--- src/rtl/stream_slice_packer.sv ---
// Collects BEATS words into one packet, applies a left/right streaming reorder with a
// runtime slice size, and presents the result on a valid/ready output.
module stream_slice_packer #(
  parameter int unsigned DATA_W    = 32,
  parameter int unsigned BEATS     = 3,
  parameter int unsigned MAX_SLICE = 8,
  localparam int unsigned PW       = DATA_W * BEATS,
  localparam int unsigned SW       = $clog2(MAX_SLICE + 1)
) (
  input  logic              clk,
  input  logic              rst_n,
  input  logic              cfg_dir,
  input  logic [SW-1:0]     cfg_slice,
  input  logic              in_valid,
  output logic              in_ready,
  input  logic [DATA_W-1:0] in_data,
  output logic              out_valid,
  input  logic              out_ready,
  output logic [PW-1:0]     out_data,
  output logic              busy,
  output logic              err_slice
);

  localparam int unsigned CW  = $clog2(BEATS + 1);
  localparam int unsigned SIW = (MAX_SLICE > 1) ? $clog2(MAX_SLICE) : 1;
  localparam logic [PW-1:0] BEAT_MASK = PW'({DATA_W{1'b1}});

  typedef enum logic [1:0] {
    IDLE    = 2'd0,
    COLLECT = 2'd1,
    REORDER = 2'd2,
    HOLD    = 2'd3
  } state_e;

  state_e          state_q, state_d;
  logic [CW-1:0]   count_q, count_d;
  logic [PW-1:0]   pkt_q, pkt_d;
  logic            dir_q, dir_d;
  logic [SIW-1:0]  sidx_q, sidx_d;
  logic [PW-1:0]   out_data_q, out_data_d;
  logic            err_slice_q, err_slice_d;

  logic            slice_legal_c;
  int unsigned     shift_c;
  logic [PW-1:0]   beat_wr_c;
  logic [PW-1:0]   reorder_c;
  logic [PW-1:0]   layout_c [MAX_SLICE];

  // One fixed wiring layout per slice size s: slice k = pkt[k*s +: w_k] lands with slice0 at the MSBs.
  for (genvar gs = 1; gs <= MAX_SLICE; gs++) begin : g_slice
    for (genvar gi = 0; gi < PW; gi++) begin : g_bit
      localparam int unsigned K   = gi / gs;
      localparam int unsigned W   = ((K + 1) * gs <= PW) ? gs : PW - K * gs;
      localparam int unsigned DST = PW - K * gs - W + (gi % gs);
      assign layout_c[gs-1][DST] = pkt_q[gi];
    end
  end

  assign reorder_c     = dir_q ? layout_c[sidx_q] : pkt_q;
  assign slice_legal_c = (cfg_slice != '0) && (cfg_slice <= SW'(MAX_SLICE));

  // First beat is most significant; count selects the slot counted down from the top.
  always_comb begin
    shift_c   = DATA_W * (BEATS - 1 - 32'(count_q));
    beat_wr_c = (pkt_q & ~(BEAT_MASK << shift_c)) | (PW'(in_data) << shift_c);
  end

  always_comb begin
    state_d     = state_q;
    count_d     = count_q;
    pkt_d       = pkt_q;
    dir_d       = dir_q;
    sidx_d      = sidx_q;
    out_data_d  = out_data_q;
    err_slice_d = 1'b0;
    unique case (state_q)
      IDLE: begin
        if (in_valid) begin
          dir_d       = cfg_dir;
          sidx_d      = slice_legal_c ? SIW'(cfg_slice - SW'(1)) : '0;
          err_slice_d = !slice_legal_c;
          pkt_d       = beat_wr_c;
          count_d     = CW'(1);
          state_d     = (BEATS == 1) ? REORDER : COLLECT;
        end
      end
      COLLECT: begin
        if (in_valid) begin
          pkt_d   = beat_wr_c;
          count_d = count_q + CW'(1);
          if (count_q == CW'(BEATS - 1)) state_d = REORDER;
        end
      end
      REORDER: begin
        out_data_d = reorder_c;
        state_d    = HOLD;
      end
      HOLD: begin
        if (out_ready) begin
          count_d = '0;
          state_d = IDLE;
        end
      end
      default: state_d = IDLE;
    endcase
  end

  always_ff @(posedge clk) begin
    if (!rst_n) begin
      state_q     <= IDLE;
      count_q     <= '0;
      pkt_q       <= '0;
      dir_q       <= 1'b0;
      sidx_q      <= '0;
      out_data_q  <= '0;
      err_slice_q <= 1'b0;
    end else begin
      state_q     <= state_d;
      count_q     <= count_d;
      pkt_q       <= pkt_d;
      dir_q       <= dir_d;
      sidx_q      <= sidx_d;
      out_data_q  <= out_data_d;
      err_slice_q <= err_slice_d;
    end
  end

  assign in_ready  = (state_q == IDLE) || (state_q == COLLECT);
  assign out_valid = (state_q == HOLD);
  assign busy      = (state_q != IDLE);
  assign out_data  = out_data_q;
  assign err_slice = err_slice_q;

endmodule
--- config.mk ---
export PLATFORM = sky130hd
export DESIGN_NAME = stream_slice_packer
export DESIGN_NICKNAME = d
export VERILOG_FILES = /design/src/rtl/stream_slice_packer.sv
export SDC_FILE = /design/constraint.sdc
export NUM_CORES = 1
export LEC_CHECK = 0
export CAP_MARGIN = 20
export CORE_MARGIN = 2
export CORE_UTILIZATION = 35
export DETAILED_ROUTE_END_ITERATION = 8
export PLACE_DENSITY = 0.56
export SLEW_MARGIN = 20
export SYNTH_ARGS = -nofsm -noshare
export SYNTH_HDL_FRONTEND = slang
export SYNTH_SLANG_ARGS = --single-unit
--- constraint.sdc ---
create_clock -name clk -period 1.8 [get_ports clk]
set_input_delay 0.27 -clock clk [delete_from_list [all_inputs] [get_ports clk]]
set_output_delay 0.27 -clock clk [all_outputs]
set_load 0.01 [all_outputs]
# --- After elaboration in Yosys (flattened, before gate mapping) ---
# Cells that the tools add are included.
# Widths: inputs -> output; s select.
classes:
  add_sub_neg: 3
  order_cmp: 2
  n_eq_ne: 8
  n_shift: 2
  n_mux: 12
  bitwise_logic: 4
  n_reduce_logical: 13
op_table:
  columns: ["operator", "count"]
  rows:
  - ["$bmux 96 s3", 1]
  - ["$mux 96", 3]
  - ["$and 96x96->96", 1]
  - ["$not 96->96", 1]
  - ["$or 96x96->96", 1]
  - ["$shl 32x32->96", 1]
  - ["$shl 32x32->96 const A", 1]
  - ["$mux 2", 5]
  - ["$pmux 2 s4", 1]
  - ["$reduce_and 4->1", 2]
  - ["$eq 2x2->1 const B", 3]
  - ["$ne 2x2->1 const B", 3]
  - ["$pmux 2 s3", 1]
  - ["$ge 4x4->1 const B", 1]
  - ["$le 4x4->1 const B", 1]
  - ["$not 3->4", 1]
  - ["$reduce_and 2->1", 2]
  - ["$reduce_bool 4->1", 1]
  - ["$mux 3", 1]
  - ["$reduce_and 3->1", 1]
  - ["$reduce_bool 3->1", 1]
  - ["$sub 2x2->3 const A", 1]
  - ["$sub 3x1->3 const B", 1]
  - ["$add 2x1->2 const B", 1]
  - ["8 further kinds", 8]
word_totals:
  reg_bits: 201

# --- Depth between registers and ports, before layout ---
# Gate-level depths: netlist of run 1.
depth:
  depth_word: 5
  ltp_mapped: 9
  ltp_nobuf: 6

# --- Worst setup path before layout of run 1 ---
# Ideal clock, no wire load.
synth_timing:
  kind: "register -> register"
  from: "reg state_q[0]"
  to: "reg out_data_q[24], in the netlist out_data[24]"
  arrival_ns: 1.629
  t_required_ns: 1.662
  slack_ns: 0.033
  stages_incl_launch_ff: 9
  n_path_buf: 3
  period_less_slack_ns: 1.767
  cell_sequence: "dfxtp_1 > inv_1 > ha_1 > buf_2 > and3_1 > buf_2 > nand2_1 > clkbuf_1 > o221ai_1"
synth_between:
  elab_chain_len: 1
synth_lines:
  columns: ["item", "line_no", "text"]
  rows:
  - ["start, declared", "35", "state_e state_q, state_d;"]
  - ["start signal, assigned", "118", "state_q <= state_d;"]
  - ["$eq 2x2->1", "76", "unique case (state_q)"]
  - ["end signal, assigned", "123", "out_data_q <= out_data_d;"]
  - ["end, declared", "40", "logic [PW-1:0] out_data_q, out_data_d;"]
# No other way between the ends.
# A chain may end at the register's enable or synchronous reset.

# --- Worst setup path after layout of run 1 ---
layout_timing:
  from: "reg out_data_q[71], in the netlist out_data[71]"
  to: "out out_data[71]"
layout_rtl:
  columns: ["item", "line_no", "text"]
  rows:
  - ["end, declared", "19", "output logic [PW-1:0] out_data,"]
# No word-level cell between the ends.

==> PnR_summary.wiki, run 1 <==
{| class="wikitable"
! Metric !! Value
|-
| Status || completed
|-
| Cells after DPL || 2227
|-
| Initial core utilization || 0.354
|-
| Synthesized flop and latch total || 201
|-
| Net total in the final layout || 1876
|-
| Number of hold violations in the final report || 0
|-
| Post-route antenna net violation count || 0
|-
| Crit start category || flip-flop
|-
| RePlAce Congestion || 1.03
|-
| Mapped Avg Cell Area || 8.21 µm²
|-
| Logic depth of the worst register-to-register path || 9
|-
| Capture instance of the worst register-to-register path || pkt_q[70]$_SDFFE_PN0P_
|-
| Total number of vias || 14442
|-
| Slew Limit Fails || 0
|-
| Final global-route overflow total || 0
|-
| Sink of the worst hold path || out_data[68]$_SDFFE_PN0P_
|-
| Cell variety after synth || 64
|-
| Critical path arrival || 1520 ps
|-
| Yosys warns || 0
|-
| Slew Limit Headroom || 0.473
|-
| Area after detailed placement || 16000 µm²
|-
| Post-synthesis instance area || 12500 µm²
|-
| Layout filler cell count || 3479
|-
| Critical Setup Path Class || reg -> out
|-
| Total clock buffers created by CTS || 25
|-
| Clk_lat worst skew || 550 ps
|-
| Via density per instance || 6.27
|-
| H-tree depth || 1
|-
| Pin count of the biggest net entering global routing || 46
|-
| Core Box Area || 35400 µm²
|-
| Worst clock skew on the final layout || 10.9 ps
|-
| Area Growth Syn to Fin || 39.0%
|-
| Global-route usage over all layers || 0.331
|-
| Library cell contributing the largest single delay on the critical path || sky130_fd_sc_hd__clkdlybuf4s50_1
|-
| Share of synthesized registers carrying an async set or reset || 0
|-
| Die height || 193 µm
|-
| Root Driver || sky130_fd_sc_hd__clkbuf_16
|-
| CTS hold repair buffers || 0
|-
| Most common library cell in the layout ignoring fill and taps || sky130_fd_sc_hd__buf_4
|-
| Number of cells in the finished layout apart from fillers || 2302
|-
| Horiz. Die Dim || 193 µm
|-
| Deepest clock path buffer count || 3
|-
| Number of global-route vias before repair || 13743
|-
| Max incr delay on CP || 570 ps
|-
| Seq/Total Area, Yosys || 0.321
|-
| # diodes || 0
|-
| Largest delay contributor family on the critical path || buffers and inverters
|-
| Fraction of final layout cells with drive strength greater than 1 || 0.236
|-
| Worst IR drop on VDD || 750 µV
|-
| Wirelength, routed || 65500 µm
|-
| Combined area of the multi-input logic cells || 7870 µm²
|-
| F_max || 0.557 GHz
|-
| Actual slew at the worst max-slew pin || 790 ps
|-
| Cell area after layout || 17400 µm²
|-
| Floorplan die area || 37300 µm²
|-
| Syn nets || 1578
|-
| Clock transition at path regs || 60 ps
|-
| Type of the tightest min-delay check || in -> reg
|-
| Initial DRC Count || 1631
|-
| Required time worst endpoint || 1530 ps
|-
| Total of endpoints with negative setup slack in the final report || 0
|-
| Minimum clock period || 1790 ps
|-
| Routed length per placed instance || 28.4 µm
|-
| Crit Reg-Reg Startpoint || state_q[1]$_SDFFE_PN0P_
|-
| Maximum Capacitance Violations || 0
|-
| Final-layout setup total negative slack || 0 ps
|-
| Most used flip-flop cell after synthesis || sky130_fd_sc_hd__dfxtp_1
|-
| DR pass1 iterations || 8
|-
| Critical path fanouts, max || 2
|-
| Worst reg2reg setup slack || 5 ps
|-
| Post-Synthesis Cells || 1526
|-
| Bufs and invs on worst path || 1
|-
| Initial antenna violation count || 2
|-
| PnR Total Power || 19000 µW
|-
| Hold Path Stages || 4
|-
| Power density normalized to cell area || 1090 nW/µm²
|-
| Cell-by-cell listing of the critical path || clkdlybuf4s50_1
|-
| Top-level I/O count || 141
|-
| Type of destination of the critical path || primary output
|-
| Number of enable-type register cells in the synthesized netlist || 0
|-
| Number of port buffers || 140
|-
| DRC violation count after routing || 0
|-
| Detailed Place HPWL || 47000 µm
|-
| Final worst-path cycle share || 0.997
|-
| Sink count of the clock tree || 201
|-
| Cell leakage power || 0.00635 µW
|-
| Most frequent cells in the layout || sky130_fd_sc_hd__buf_4 (235), sky130_fd_sc_hd__dfxtp_1 (193), sky130_fd_sc_hd__nand2_1 (171), sky130_fd_sc_hd__nor2_1 (153), sky130_fd_sc_hd__clkdlybuf4s50_1 (129)
|-
| Global-route wire length before repair || 93500 µm
|-
| CTS tree || yes
|-
| Total area of sequential cells || 4040 µm²
|-
| Unrepaired setup endpoints after global routing || yes
|-
| Row count || 69
|-
| Hold Startpoint || rst_n
|}
==> worst max-delay path by stage <==
stage | start | endpoint | slack [ps] | cells after the start
4_1_cts | sidx_q[0]$_SDFFE_PN0P_ | out_data[77]$_SDFFE_PN0P_ | -5 | 5
6_report | out_data[71]$_SDFFE_PN0P_ | out_data[71] | 5 | 1
3_5_place_dp | sidx_q[2]$_SDFFE_PN0P_ | out_data[59]$_SDFFE_PN0P_ | -130 | 6
5_1_grt | sidx_q[0]$_SDFFE_PN0P_ | out_data[7]$_SDFFE_PN0P_ | -40 | 8
3_3_place_gp | sidx_q[2]$_SDFFE_PN0P_ | out_data[59]$_SDFFE_PN0P_ | -120 | 6
2_1_floorplan | state_q[0]$_SDFFE_PN0P_ | out_data[24]$_SDFFE_PN0P_ | 30 | 8
==> power by group <==
group,total [µW],switching (µW),internal [µW],leakage (µW)
logic,7830,4320,3500,0.00431
clock network,5170,2120,3050,0.000414
registers,5960,1030,4930,0.00163
total,19000,7470,11500,0.00635
==> cell usage after synthesis (3+ instances only) <==
library cell                  n  area (µm²)
sky130_fd_sc_hd__a2bb2oi_1    7        61.3
sky130_fd_sc_hd__nand3_1     32         160
sky130_fd_sc_hd__mux2_2      31         349
sky130_fd_sc_hd__buf_4       24         180
sky130_fd_sc_hd__a211oi_1    19         143
sky130_fd_sc_hd__buf_6        6        67.6
sky130_fd_sc_hd__clkbuf_1    63         236
sky130_fd_sc_hd__a21oi_1     73         365
sky130_fd_sc_hd__nor3_1      15        75.1
sky130_fd_sc_hd__inv_1       15        56.3
sky130_fd_sc_hd__or2_2        3        18.8
sky130_fd_sc_hd__o21ai_0     75         375
sky130_fd_sc_hd__o221a_2      3        33.8
sky130_fd_sc_hd__nor2_1     155         582
sky130_fd_sc_hd__a31oi_1     12        75.1
sky130_fd_sc_hd__ha_1        11         138
sky130_fd_sc_hd__a221o_1     15         150
sky130_fd_sc_hd__nor2b_1     45         282
sky130_fd_sc_hd__buf_1        6        22.5
sky130_fd_sc_hd__o2bb2ai_1   10        87.6
sky130_fd_sc_hd__o211ai_1     9        67.6
sky130_fd_sc_hd__o221ai_1    38         333
sky130_fd_sc_hd__mux4_2      18         405
sky130_fd_sc_hd__nand2_1    173         649
sky130_fd_sc_hd__nor3b_1      3        22.5
sky130_fd_sc_hd__nand2b_1    49         307
sky130_fd_sc_hd__a22o_1      61         534
sky130_fd_sc_hd__o22ai_1     25         156
sky130_fd_sc_hd__a21o_1       5        37.5
sky130_fd_sc_hd__o31ai_1     10        75.1
sky130_fd_sc_hd__and3_1       6        37.5
sky130_fd_sc_hd__xnor2_1      3        26.3
sky130_fd_sc_hd__or3_1        4        25.0
sky130_fd_sc_hd__a22oi_1    106         796
sky130_fd_sc_hd__a311oi_1     9        78.8
sky130_fd_sc_hd__dfxtp_1    201        4020
sky130_fd_sc_hd__nor4_1       4        25.0
sky130_fd_sc_hd__a32o_1       8        80.1
sky130_fd_sc_hd__a21boi_0     3        22.5
sky130_fd_sc_hd__buf_2       55         275
sky130_fd_sc_hd__o311ai_0     3        26.3
sky130_fd_sc_hd__mux2i_1     81         811
sky130_fd_sc_hd__a211o_1      4        35.0
==> metal layers <==
layer | GRT usage | up-vias | routed length [µm]
met5 | 0 | - | 0
met3 | 0.0762 | 255 | 6840
li1 | - | 6291 | -
met4 | 0.191 | 0 | 4470
met2 | 0.514 | 892 | 28400
met1 | 0.421 | 7004 | 25800
==> flip-flops by register name, indices dropped and copies added (netlist names) <==
signal / flops
count_q: 2
dir_q: 1
err_slice: 1
out_data: 96
pkt_q: 96
sidx_q: 3
state_q: 2
==> per-stage QoR <==
step	util	hold WS (ps)	setup slack (ps)
finish	0.492	281	5.18
global route	0.492	274	-44.9
CTS	0.476	257	-5.06
detailed placement	0.451	438	-134
global placement	0.451	432	-118
floorplan	-	418	32.9
==> area by class of cell <==
type,count,share of cell area
timing repair buffer,426,0.232
clock inverter,7,0.00366
tap,461,0.0331
sequential,201,0.232
inverter,18,0.00409
clock buffer,37,0.0437
multi-input combinational,1152,0.452
==> cell families (layout without fill, tap and decap cells) <==
kind of cell | count (synthesis) | count (layout) | share of synthesized area
and+or+nand+nor | 498 | 498 | 0.179
DFF | 201 | 201 | 0.321
AOI/OAI and AO/OA | 509 | 509 | 0.292
adders and majority gates | 11 | 11 | 0.0110
xor gates and xnor gates | 3 | 3 | 0.00210
buffers and inverters | 173 | 488 | 0.0682
muxes | 131 | 131 | 0.126
==> worst register-to-register path, stage by stage, from the launching register on <==
cell and delay (ps):
sky130_fd_sc_hd__dfxtp_2 330, sky130_fd_sc_hd__buf_6 110, sky130_fd_sc_hd__inv_4 50, sky130_fd_sc_hd__ha_4 170
sky130_fd_sc_hd__o21a_4 230, sky130_fd_sc_hd__nor3b_4 160, sky130_fd_sc_hd__buf_12 140, sky130_fd_sc_hd__clkbuf_16 190
sky130_fd_sc_hd__a22oi_1 230, sky130_fd_sc_hd__nor2_1 60
==> timing repair <==
action	in CTS	in global routing
gates cloned	0	4
resized for setup	32	66
setup endpoints to repair	46	76
hold endpoints to repair	0	0
setup buffers	3	26
pin swaps	1	7
Note: power is estimated with default switching activity, not from simulation.
==> run 2, diff against run 1 <==
--- a/config.mk
+++ b/config.mk
@@ -9,7 +9,7 @@
 export CORE_MARGIN = 2
 export CORE_UTILIZATION = 35
 export DETAILED_ROUTE_END_ITERATION = 8
-export PLACE_DENSITY = 0.56
+export PLACE_DENSITY = 0.54
 export SLEW_MARGIN = 20
 export SYNTH_ARGS = -nofsm -noshare
 export SYNTH_HDL_FRONTEND = slang
==> constraint.sdc (replaced) <==
create_clock -name clk -period 2.2 [get_ports clk]
set_input_delay 0.33 -clock clk [delete_from_list [all_inputs] [get_ports clk]]
set_output_delay 0.33 -clock clk [all_outputs]
set_load 0.01 [all_outputs]
==> PnR_summary.wiki, run 2 (synthesis results as in run 1) <==
{| class="wikitable"
! Metric !! Value
|-
| Fraction of final layout cells with drive strength greater than 1 || 0.144 (-0.0925)
|-
| Clk_lat worst skew || 540 ps (about the same)
|-
| Unrepaired setup endpoints after global routing || no
|-
| F_max || 0.475 GHz
|-
| Post-route antenna net violation count || 0 (unchanged)
|-
| Worst IR drop on VDD || 680 µV (-9.4%)
|-
| Logic depth of the worst register-to-register path || 6 (-3)
|-
| Detailed Place HPWL || 45300 µm (-3.6%)
|-
| Area after detailed placement || 14900 µm² (-6.7%)
|-
| Number of hold violations in the final report || 0 (unchanged)
|-
| Via density per instance || 6.35 (+1.3%)
|-
| Cell area after layout || 15800 µm² (-9.4%)
|-
| Critical path fanouts, max || 6 (+4)
|-
| Power density normalized to cell area || 908 nW/µm² (-17%)
|-
| Sink of the worst hold path || out_data[51]$_SDFFE_PN0P_
|-
| Utilization after layout || 0.446 (-0.0462)
|-
| Total number of vias || 13630 (-5.6%)
|-
| Actual slew at the worst max-slew pin || 867 ps (+76.9 ps)
|-
| Top-level I/O count || 141 (unchanged)
|-
| Initial antenna violation count || 0 (-2)
|-
| Row count || 69 (unchanged)
|-
| DR pass1 iterations || 6 (-2)
|-
| Slew Limit Headroom || 0.421 (-0.0517)
|-
| Maximum Capacitance Violations || 0 (unchanged)
|-
| Total of endpoints with negative setup slack in the final report || 0 (unchanged)
|-
| Wirelength, routed || 62900 µm (-3.8%)
|-
| Area Growth Syn to Fin || 25.9%
|-
| Hold Startpoint || rst_n
|-
| Die height || 193 µm (unchanged)
|-
| Number of port buffers || 140 (unchanged)
|-
| Type of the tightest min-delay check || in -> reg
|-
| Slew Limit Fails || 0 (unchanged)
|-
| Critical path arrival || 1780 ps (+260 ps)
|-
| Initial core utilization || 0.354 (unchanged)
|-
| Hold Path Stages || 4 (unchanged)
|-
| Final worst-path cycle share || 0.958
|-
| Worst reg2reg setup slack || 140 ps (+130 ps)
|-
| Total clock buffers created by CTS || 26 (+4.0%)
|-
| CTS tree || yes
|-
| Status || completed
|-
| Pin count of the biggest net entering global routing || 78 (+70%)
|-
| Minimum clock period || 2110 ps
|-
| Critical Setup Path Class || reg -> out
|-
| Horiz. Die Dim || 193 µm (unchanged)
|-
| Net total in the final layout || 1716 (-8.5%)
|-
| Cell leakage power || 0.00536 µW (-16%)
|-
| Crit start category || flip-flop
|-
| Final global-route overflow total || 0 (unchanged)
|-
| Initial DRC Count || 1785 (+9.4%)
|-
| Most common library cell in the layout ignoring fill and taps || sky130_fd_sc_hd__dfxtp_1
|-
| H-tree depth || 1 (unchanged)
|-
| Final-layout setup total negative slack || 0 ps (unchanged)
|-
| Sink count of the clock tree || 201 (unchanged)
|-
| Crit Reg-Reg Startpoint || sidx_q[1]$_SDFFE_PN0P_
|-
| Deepest clock path buffer count || 3 (unchanged)
|-
| DRC violation count after routing || 0 (unchanged)
|-
| Most frequent cells in the layout || sky130_fd_sc_hd__dfxtp_1 (195), sky130_fd_sc_hd__nand2_1 (173), sky130_fd_sc_hd__nor2_1 (154), sky130_fd_sc_hd__clkdlybuf4s50_1 (138), sky130_fd_sc_hd__buf_4 (107)
|-
| Capture instance of the worst register-to-register path || out_data[55]$_SDFFE_PN0P_
|-
| Routed length per placed instance || 29.3 µm (+3.2%)
|-
| Number of global-route vias before repair || 12660 (-7.9%)
|-
| Global-route usage over all layers || 0.324 (-0.00659)
|-
| Floorplan die area || 37300 µm² (unchanged)
|-
| Root Driver || sky130_fd_sc_hd__clkbuf_16
|-
| Core Box Area || 35400 µm² (unchanged)
|-
| RePlAce Congestion || 1.02 (-1.7%)
|-
| Required time worst endpoint || 1870 ps (+340 ps)
|-
| Global-route wire length before repair || 91500 µm (-2.1%)
|-
| Type of destination of the critical path || primary output
|-
| Clock transition at path regs || 60 ps (about the same)
|-
| Worst clock skew on the final layout || 6.48 ps (-4.42 ps)
|-
| CTS hold repair buffers || 0 (unchanged)
|}
run 2: cell types whose count changed in the layout (fill, tap and decap cells not counted), moves of 4 or more:
cell,before,now
sky130_fd_sc_hd__buf_12,29,18
sky130_fd_sc_hd__clkdlybuf4s50_1,129,138
sky130_fd_sc_hd__dlygate4sd2_1,5,0
sky130_fd_sc_hd__a22oi_1,101,106
sky130_fd_sc_hd__mux2i_2,4,0
sky130_fd_sc_hd__buf_6,17,0
sky130_fd_sc_hd__buf_4,235,107
sky130_fd_sc_hd__a22oi_2,5,0
sky130_fd_sc_hd__mux2i_1,77,81
run 2: worst max path at each step:
stage,startpoint,to,depth (start not counted)
2_1_floorplan,state_q[0]$_SDFFE_PN0P_,out_data[24]$_SDFFE_PN0P_,8
3_3_place_gp,sidx_q[2]$_SDFFE_PN0P_,out_data[29]$_SDFFE_PN0P_,5
3_5_place_dp,sidx_q[1]$_SDFFE_PN0P_,out_data[14]$_SDFFE_PN0P_,6
4_1_cts,state_q[0]$_SDFFE_PN0P_,in_ready,5
5_1_grt,state_q[0]$_SDFFE_PN0P_,busy,4
6_report,state_q[0]$_SDFFE_PN0P_,busy,4
run 2: through the flow:
step                std cells  total power, µW  hold slack (ps)  setup slack, ps
floorplan                1526             7550              463              433
global placement         2096             9910              444              226
detailed placement       2096             9900              443              224
CTS                      2144            14200              328             15.0
global route             2144            14800              364             38.7
finish                   2145            14300              362             92.9
run 2: layer usage:
layer  vias up  wire length [µm]  track usage
met3       156              5390       0.0513
met1      6713             26600        0.442
li1       5974                 -            -
met5         -                 0            0
met2       787             27600        0.505
met4         0              3360        0.146
run 2: power breakdown:
group / switching [µW] / internal [µW] / total (µW)
Sequential: 989 / 4030 / 5020
Combinational: 2980 / 2040 / 5020
Clock: 1760 / 2530 / 4290
run 2: area by class of cell:
class,count,area (µm²)
Tap cell,461,577
Antenna cell,1,2.50
Fill cell,3587,19600
Timing Repair Buffer,265,2560
Sequential cell,201,4040
Inverter,18,68.8
Clock buffer,36,759
Clock inverter,11,96.3
Multi-Input combinational cell,1152,7680
run 2: critical path, cell delays in order (launching register included):
cell and delay [ps]:
sky130_fd_sc_hd__dfxtp_2 360, sky130_fd_sc_hd__inv_1 60, sky130_fd_sc_hd__ha_2 230, sky130_fd_sc_hd__inv_1 60, sky130_fd_sc_hd__clkdlybuf4s50_1 530
run 2: timing repair:
item | in CTS | in global routing
pin swaps | 1 | 0
setup buffers | 1 | 0
gates resized for setup | 5 | 1
cloned | 0 | 0
endpoints found under the setup margin | 2 | 1
